==> src/rtl/mux8way_arbiter.sv <==
// mux8way_arbiter
// Eight-source to one-sink registered merge stage. Each cycle one valid
// source is granted, its word is captured into a single output register,
// and the winning index is reported on out_sel (same 3-bit encoding the
// 8-way demultiplexer consumes). Sustains one word per cycle.
//
// Build option:
//   MUX8WAY_FIXED_PRIO_EN defined   -> fixed priority, lowest index wins,
//                                      no rotation pointer.
//   MUX8WAY_FIXED_PRIO_EN undefined -> round-robin starting after the
//                                      last granted source.
//
// Ports:
//   clk        in   rising-edge clock
//   reset      in   asynchronous active-high reset
//   in_valid   in   [7:0] per-source valid
//   in_data    in   [8*WIDTH-1:0] source i at [i*WIDTH +: WIDTH]
//   in_ready   out  [7:0] per-source accept, at most one bit set
//   out_valid  out  output register holds a word
//   out_data   out  [WIDTH-1:0] registered word
//   out_sel    out  [2:0] index of the source that produced out_data
//   out_ready  in   consumer accepts the word

module mux8way_arbiter #(
  parameter int WIDTH = 16
) (
  input  logic               clk,
  input  logic               reset,
  input  logic [7:0]         in_valid,
  input  logic [8*WIDTH-1:0] in_data,
  output logic [7:0]         in_ready,
  output logic               out_valid,
  output logic [WIDTH-1:0]   out_data,
  output logic [2:0]         out_sel,
  input  logic               out_ready
);

  logic [WIDTH-1:0] words [8];
  logic             can_load;
  logic             found;
  logic [2:0]       grant_idx;
  logic             src_xfer;

  for (genvar i = 0; i < 8; i++) begin : g_unpack
    assign words[i] = in_data[i*WIDTH +: WIDTH];
  end

  assign can_load = ~out_valid | out_ready;

`ifdef MUX8WAY_FIXED_PRIO_EN

  // Scan from the top down so the lowest valid index is the last to write.
  always_comb begin
    found     = 1'b0;
    grant_idx = 3'd0;
    for (int k = 7; k >= 0; k--) begin
      if (in_valid[k]) begin
        found     = 1'b1;
        grant_idx = 3'(k);
      end
    end
  end

`else

  logic [2:0] ptr;

  // Search ptr+1, ptr+2, ... wrapping; ptr itself is examined last
  // (k = 8 wraps to offset 0), so a lone requester is always served.
  always_comb begin
    logic [2:0] idx;
    found     = 1'b0;
    grant_idx = 3'd0;
    idx       = 3'd0;
    for (int k = 1; k <= 8; k++) begin
      idx = ptr + 3'(k);
      if (!found && in_valid[idx]) begin
        found     = 1'b1;
        grant_idx = idx;
      end
    end
  end

  // Reset value 7 makes the first search begin at source 0.
  always_ff @(posedge clk or posedge reset) begin
    if (reset) begin
      ptr <= 3'd7;
    end else if (src_xfer) begin
      ptr <= grant_idx;
    end
  end

`endif

  // Grant depends only on valids and out_ready, never on data.
  // Gated by reset so nothing is offered while the stage is held in reset.
  always_comb begin
    in_ready = 8'b0;
    if (!reset && can_load && found) begin
      in_ready = 8'b1 << grant_idx;
    end
  end

  assign src_xfer = |in_ready;

  always_ff @(posedge clk or posedge reset) begin
    if (reset) begin
      out_valid <= 1'b0;
      out_data  <= '0;
      out_sel   <= 3'd0;
    end else if (src_xfer) begin
      // Also covers a simultaneous drain: overwrite without a bubble.
      out_valid <= 1'b1;
      out_data  <= words[grant_idx];
      out_sel   <= grant_idx;
    end else if (out_valid && out_ready) begin
      out_valid <= 1'b0;
    end
  end

endmodule

==> config.mk <==
export PLATFORM = sky130hd
export DESIGN_NAME = mux8way_arbiter
export DESIGN_NICKNAME = d
export VERILOG_FILES = /design/src/rtl/mux8way_arbiter.sv
export SDC_FILE = /design/constraint.sdc
export NUM_CORES = 1
export LEC_CHECK = 0
export CORE_MARGIN = 5
export CORE_UTILIZATION = 34
export CTS_BUF_LIST = sky130_fd_sc_hd__clkbuf_4
export DETAILED_ROUTE_END_ITERATION = 10
export PLACE_DENSITY = 0.72
export SYNTH_ARGS = -nofsm -noshare
export SYNTH_HDL_FRONTEND = slang
export SYNTH_SLANG_ARGS = --single-unit
==> constraint.sdc <==
create_clock -name clk -period 6.1 [get_ports clk]
set_input_delay 1.22 -clock clk [delete_from_list [all_inputs] [get_ports clk]]
set_output_delay 1.22 -clock clk [all_outputs]
set_load 0.01 [all_outputs]
* Word-level counts from Yosys, hierarchy flattened
Cells that the tools add are included.
Operators by class: order comparisons 9, bitwise logic cells 3, multiply operators 0, reduce and logical (&&, ||, !) cells 20, add/subtract/negate cells 7, multiplexer cells 38, div/mod/pow operators 0, equal/unequal tests 0, shift-type cells 1
Operators with widths (number):
- 16-bit binary-select mux with 3-bit select | 1
- 3-bit by 4-bit less-than comparator with 1-bit output (second input constant) | 8
- 16-bit 2-to-1 mux | 2
- 1-bit binary-select mux with 3-bit select | 8
- 3-bit 2-to-1 mux | 8
- 1-bit 2-to-1 mux | 18
- 3-bit adder (second input constant) | 4
- 1-bit logical AND | 10
- 1-bit zero test | 8
- 8-bit 2-to-1 mux | 1
- 8-bit OR reduction | 1
- 1-bit by 3-bit << shifter with 8-bit output (first input constant) | 1
- 3-bit by 2-bit adder with 3-bit output (second input constant) | 2
- 4-bit >= comparator (second input constant) | 1
- 3-bit NOT with 4-bit output | 1
- 3-bit by 1-bit adder with 3-bit output (second input constant) | 1
- 2-bit nonzero test | 1
- 1-bit NOT | 1
- 1-bit OR | 1
Storage, ports and cells: memory bits (writable) 0, word-level logic and storage cells 82, bits in latches 0, bits in read-only memories 0, register bits after elaboration 23, memories 0, input bits 139, output and inout port bits 28

* Logic depth before layout (Yosys ltp)
Gate-level depths: netlist of the first run.
depth in word-level cells 29, gate-level depth with buffers 19, mapped depth without buffers 11

* Worst setup path before layout of the first run
Ideal clock, no wire load.
kind register to output, from reg ptr[1], to out in_ready[0], stages on the path, launching flop included 16, required time 4.880 ns, setup slack 0.856 ns, arrival time 4.024 ns, buffers on the path 5, cells stage by stage dfstp_2 > buf_2 > buf_2 > inv_1 > ha_1 > clkbuf_1 > mux4_2 > a2111o_1 > or4_1 > buf_4 > o31ai_1 > nor2_1 > nor3_2 > buf_4 > nand3_1 > nor2_1
Between the ends: cells in the longest elaborated chain, start to end 27, elaborated cells between the ends (all ways) 56, those cells by class add/sub: 7; shift: 1; mux: 33; reduce/logical: 15
RTL lines:
- start: declaration | line 66 | logic [2:0] ptr;
- start signal: assignment | line 89 | ptr <= grant_idx;
- 3-bit by 1-bit adder with 3-bit output | line 76 | idx = ptr + 3'(k);
- 1-bit binary-select mux with 3-bit select | line 77 | if (!found && in_valid[idx]) begin
- 1-bit 2-to-1 mux (not written as such) | line 77
- 1-bit 2-to-1 mux | line 77
- 1-bit zero test | line 77
- 1-bit logical AND | line 77
- 1-bit 2-to-1 mux | line 77
- 1-bit zero test | line 77
- [11 not listed]
- 1-bit zero test | line 77
- 1-bit logical AND | line 77
- 1-bit 2-to-1 mux | line 77
- 1-bit zero test | line 77
- 1-bit logical AND | line 77
- 3-bit 2-to-1 mux / 1-bit 2-to-1 mux (equally long branches) | line 77
- 1-bit by 3-bit << shifter with 8-bit output / 1-bit logical AND (equally long branches) | line 100, 99
- 8-bit 2-to-1 mux * | line 99 | if (!reset && can_load && found) begin
- end: declaration | line 31 | output logic [7:0] in_ready,
Every way passes the cells marked *; elsewhere a longest branch is shown, timed or not. The select of a mux whose other input is x is not followed.

* Final worst setup path of the first run
from in in_valid[5], to out in_ready[4]
Between the ends: cells in the longest elaborated chain, start to end 26, elaborated cells between the ends (all ways) 49, those cells by class shift: 1; mux: 33; reduce/logical: 15
RTL lines:
- start: declaration | line 29 | input logic [7:0] in_valid,
- 1-bit binary-select mux with 3-bit select | line 77
- 1-bit 2-to-1 mux (not written as such) | line 77
- 1-bit 2-to-1 mux | line 77
- 1-bit zero test | line 77
- 1-bit logical AND | line 77
- 1-bit 2-to-1 mux | line 77
- 1-bit zero test | line 77
- 1-bit logical AND | line 77
- [10 not listed]
- 1-bit zero test | line 77
- 1-bit logical AND | line 77
- 1-bit 2-to-1 mux | line 77
- 1-bit zero test | line 77
- 1-bit logical AND | line 77
- 3-bit 2-to-1 mux / 1-bit 2-to-1 mux (equally long branches) | line 77
- 1-bit by 3-bit << shifter with 8-bit output / 1-bit logical AND (equally long branches) | line 100, 99
- 8-bit 2-to-1 mux * | line 99
Marks and branches as above.

==> results.py, run 1 <==
metrics = {
    "synth": {
        "yosys_warnings": 0,
        "synth.avg_cell_area_um2": 9.34,
        "synth.distinct_cells": 68,
        "syn-cell-area_um2": 3360,
        "synthesis.nets": 501,
        "yosysSeqAreaShare": 0.172,
        "synth_edf_count": 0,
        "ys_seq_elements": 23,
        "synthCells": 360,
        "ys.flop_type": "dfrtp_1",
        "synthArstFlopShare": 1.00,
    },
    "clock_network": {
        "clk_pin_slew_ns": 0.12,
        "cts_tree": "yes",
        "worstSkewPairLatency_ns": 0.31,
        "ctsRootBufferMaster": "clkbuf_4",
        "hold_buffers": 0,
        "clock_path_buffers": 2,
        "h-tree-depth": 1,
        "numCtsBuffers": 3,
        "clkSinkCount": 23,
    },
    "global_routing": {
        "busiest_layer": "met2",
        "antenna_found_initial": 0,
        "grt_pass1_vias": 3635,
        "grt_max_degree": 37,
        "gr-total-overflow": 0,
        "met1_usage": 0.260,
        "grtUsageMet3": 0.0405,
        "grt.total_usage": 0.199,
        "grtUsageMet2": 0.338,
        "grt_pass1_wl_mm": 19.0,
    },
    "timing": {
        "skew_ns": 0.00329,
        "finalSetupViolCount": 0,
        "timing.final.crit_share": 0.985,
        "drv_slew": 0,
        "fin_crit_ns": 6.01,
        "slew_headroom": 0.391,
        "worst_slack_ns": 0.0916,
        "worst_pin_slew_ns": 0.912,
        "max_freq_mhz": 166,
        "final-hold-violation-count": 0,
    },
    "layout": {
        "fillCellCount": 903,
        "final_area_um2": 5240,
        "antenna_cells": 0,
        "layout-drive-gt1-share": 0.162,
        "syn2layout_area_growth_pct": 55.8,
        "final_nets": 668,
        "layoutNonFillerInstCount": 659,
    },
    "pwr": {
        "power.internal_uw": 1720,
        "clkPwrFrac": 0.021,
        "power.switching_uw": 1850,
        "power.density_nw_per_um2": 682,
        "power_frac_comb": 0.892,
        "p_seq_frac": 0.087,
        "p_total_uw": 3570,
        "p_leak_uw": 0.00212,
        "ir_drop_uv": 360,
        "p_sw_frac": 0.519,
    },
    "detailed_routing": {
        "via_count": 3572,
        "routedWlPerCell_um": 19.2,
        "remaining_drc_errors": 0,
        "via_per_inst": 5.42,
        "drt.antenna.violating_nets": 0,
        "drt_pass1_iterations": 5,
        "drt-initial-drc-count": 272,
        "wirelength_mm": 12.7,
    },
    "critical_path": {
        "required_ns": 4.88,
        "worst_setup_path_end_kind": "output port",
        "r2r_setup_slack_ns": 1.38,
        "crit_type": "in2out",
        "arrival_ns": 4.79,
        "reg2reg_from": "ptr[0]$_DFFE_PP1P_",
        "r2r-end": "out_data[3]$_DFFE_PP0P_",
        "reg2regPathDepth": 12,
        "startpoint_type": "input port",
        "crit_fanout": 9,
    },
    "die": {
        "die_area_um2": 12000,
        "core_region_area_um2": 9730,
        "initial_utilization": 0.346,
        "die_w_um": 109,
        "die_y_um": 109,
        "ios": 167,
        "num_rows": 36,
    },
    "min_path": {
        "hp-class": "reg2reg",
        "hold_path_depth": 1,
        "holdPathEnd": "out_sel[0]$_DFFE_PP0P_",
        "hold_start": "out_sel[0]$_DFFE_PP0P_",
    },
    "flow_run": {
        "drv_cap": 0,
    },
    "run_status": {
        "status": "finished clean",
    },
    "placed_design": {
        "gp_congestion": 0.975,
        "place_inst": 653,
        "hpwl_mm": 10.2,
        "io_buffers": 166,
        "placed_area_um2": 5140,
        "place_ws_ns": 0.00626,
    },
}
-- cell families (layout without fill, tap and decap cells) --
family	Yosys count	in the layout	synth area share
adders and majority gates	2	2	0.00744
and+or+nand+nor	105	105	0.143
buffers and inverters	41	207	0.0811
muxes	93	93	0.342
DFF	23	23	0.172
AOI/OAI and AO/OA	92	92	0.241
xor gates and xnor gates	4	4	0.0127
-- worst max-delay path by stage --
stage,start,to,slack [ns],cells after the start
final,in_valid[5],in_ready[4],0.09,10
after global routing,in_valid[5],in_ready[4],-0.03,11
after CTS,in_valid[4],in_ready[3],0.02,12
after detailed placement,in_valid[0],in_ready[3],0.006,12
after global placement,in_valid[2],in_ready[2],0.09,11
after floorplan,ptr[1]$_DFFE_PP1P_,in_ready[0],0.86,15
-- routing by layer --
metal / wire length, µm / vias to the layer above
met5: 0 / -
met3: 994 / 20
li1: - / 1724
met1: 5200 / 1671
met4: 215 / 0
met2: 6240 / 157
-- through the flow --
step,TNS (ns),hold slack (ns),util
2_1_floorplan,0,0.519,-
3_3_place_gp,0,0.495,0.528
3_5_place_dp,0,0.503,0.528
4_1_cts,0,0.536,0.531
5_1_grt,-0.0319,0.549,0.538
6_report,0,0.532,0.538
-- power groups by stage --
stage | sequential, µW | clock (µW) | combinational, µW
final | 310 | 75.6 | 3180
after detailed placement | 314 | 0 | 3120
after floorplan | 314 | 0 | 2410
after global placement | 310 | 0 | 3100
after CTS | 311 | 80.5 | 3140
after global routing | 323 | 86.6 | 3450
-- timing repair --
item / 4_1_cts / 5_1_grt
endpoints found under the setup margin: 1 / 8
gates resized for setup: 1 / 12
pin swaps: 0 / 2
buffers inserted: 0 / 2
-- cell type report --
class	instances	area, µm²	share of cell area
Tap cell	133	166	0.0318
Timing Repair Buffer	190	1850	0.354
Multi-Input combinational cell	296	2560	0.489
Inverter	13	48.8	0.00932
Clock buffer	4	30.0	0.00573
Sequential cell	23	579	0.111
-- registers in the layout, indices dropped and copies added, names as in the netlist --
signal and cells:
out_valid 1, out_data 16, ptr 3, out_sel 3
-- critical path, cell delays in order --
cell and delay [ns]:
clkdlybuf4s50_1 0.61, mux2i_1 0.15, mux4_2 0.52, a22oi_4 0.32
nor2_2 0.10, a311o_1 0.41, a221oi_4 0.24, or3b_1 0.43
nor2_1 0.16, clkdlybuf4s50_1 0.61
-- synthesized netlist by cell type (all sizes together), types with 3 or more instances --
cell / count / share of area
nor3: 5 / 0.0089
o211ai: 8 / 0.018
o21ai: 11 / 0.019
mux2i: 64 / 0.19
dfstp: 3 / 0.023
a221o: 4 / 0.012
nor4: 3 / 0.0074
nor2: 23 / 0.026
mux2: 13 / 0.045
o221ai: 12 / 0.046
buf: 22 / 0.060
mux4: 16 / 0.11
a311oi: 4 / 0.010
inv: 13 / 0.015
nand2b: 4 / 0.0074
nor2b: 3 / 0.0056
a211oi: 9 / 0.020
and3: 5 / 0.0093
nand2: 52 / 0.059
a31o: 13 / 0.034
a21oi: 10 / 0.015
clkbuf: 6 / 0.0067
dfrtp: 20 / 0.15
-- placed cells by master (no fill, tap or decap), drive strengths merged, types with 3 or more instances in the layout --
cell           synthesis  final
mux2i                 64     64
nor2                  23     23
dfstp                  3      3
a31o                  13     13
mux2                  13     13
nor4                   3      3
nand2                 52     52
a21oi                 10     10
nand2b                 4      4
o21ai                 11     11
o211ai                 8      8
a211oi                 9      9
clkdlybuf4s50          0    161
a311oi                 4      4
a221o                  4      4
o221ai                12     12
buf                   22     24
clkbuf                 6      4
mux4                  16     16
nor3                   5      5
inv                   13     13
dlymetal6s2s           0      5
and3                   5      5
nor2b                  3      3
dfrtp                 20     20
No activity file was read; power rests on OpenSTA's default activity.
==> inputs of run 2 (changes only) <==
--- a/config.mk
+++ b/config.mk
@@ -5,9 +5,11 @@
 export SDC_FILE = /design/constraint.sdc
 export NUM_CORES = 1
 export LEC_CHECK = 0
+export CAP_MARGIN = 20
 export CORE_MARGIN = 5
 export CORE_UTILIZATION = 34
 export CTS_BUF_LIST = sky130_fd_sc_hd__clkbuf_4
+export CTS_CLUSTER_DIAMETER = 60
 export DETAILED_ROUTE_END_ITERATION = 10
 export PLACE_DENSITY = 0.72
 export SYNTH_ARGS = -nofsm -noshare
==> results of run 2 <==
The final DEF is identical to that of run 1; final timing and power are the same.
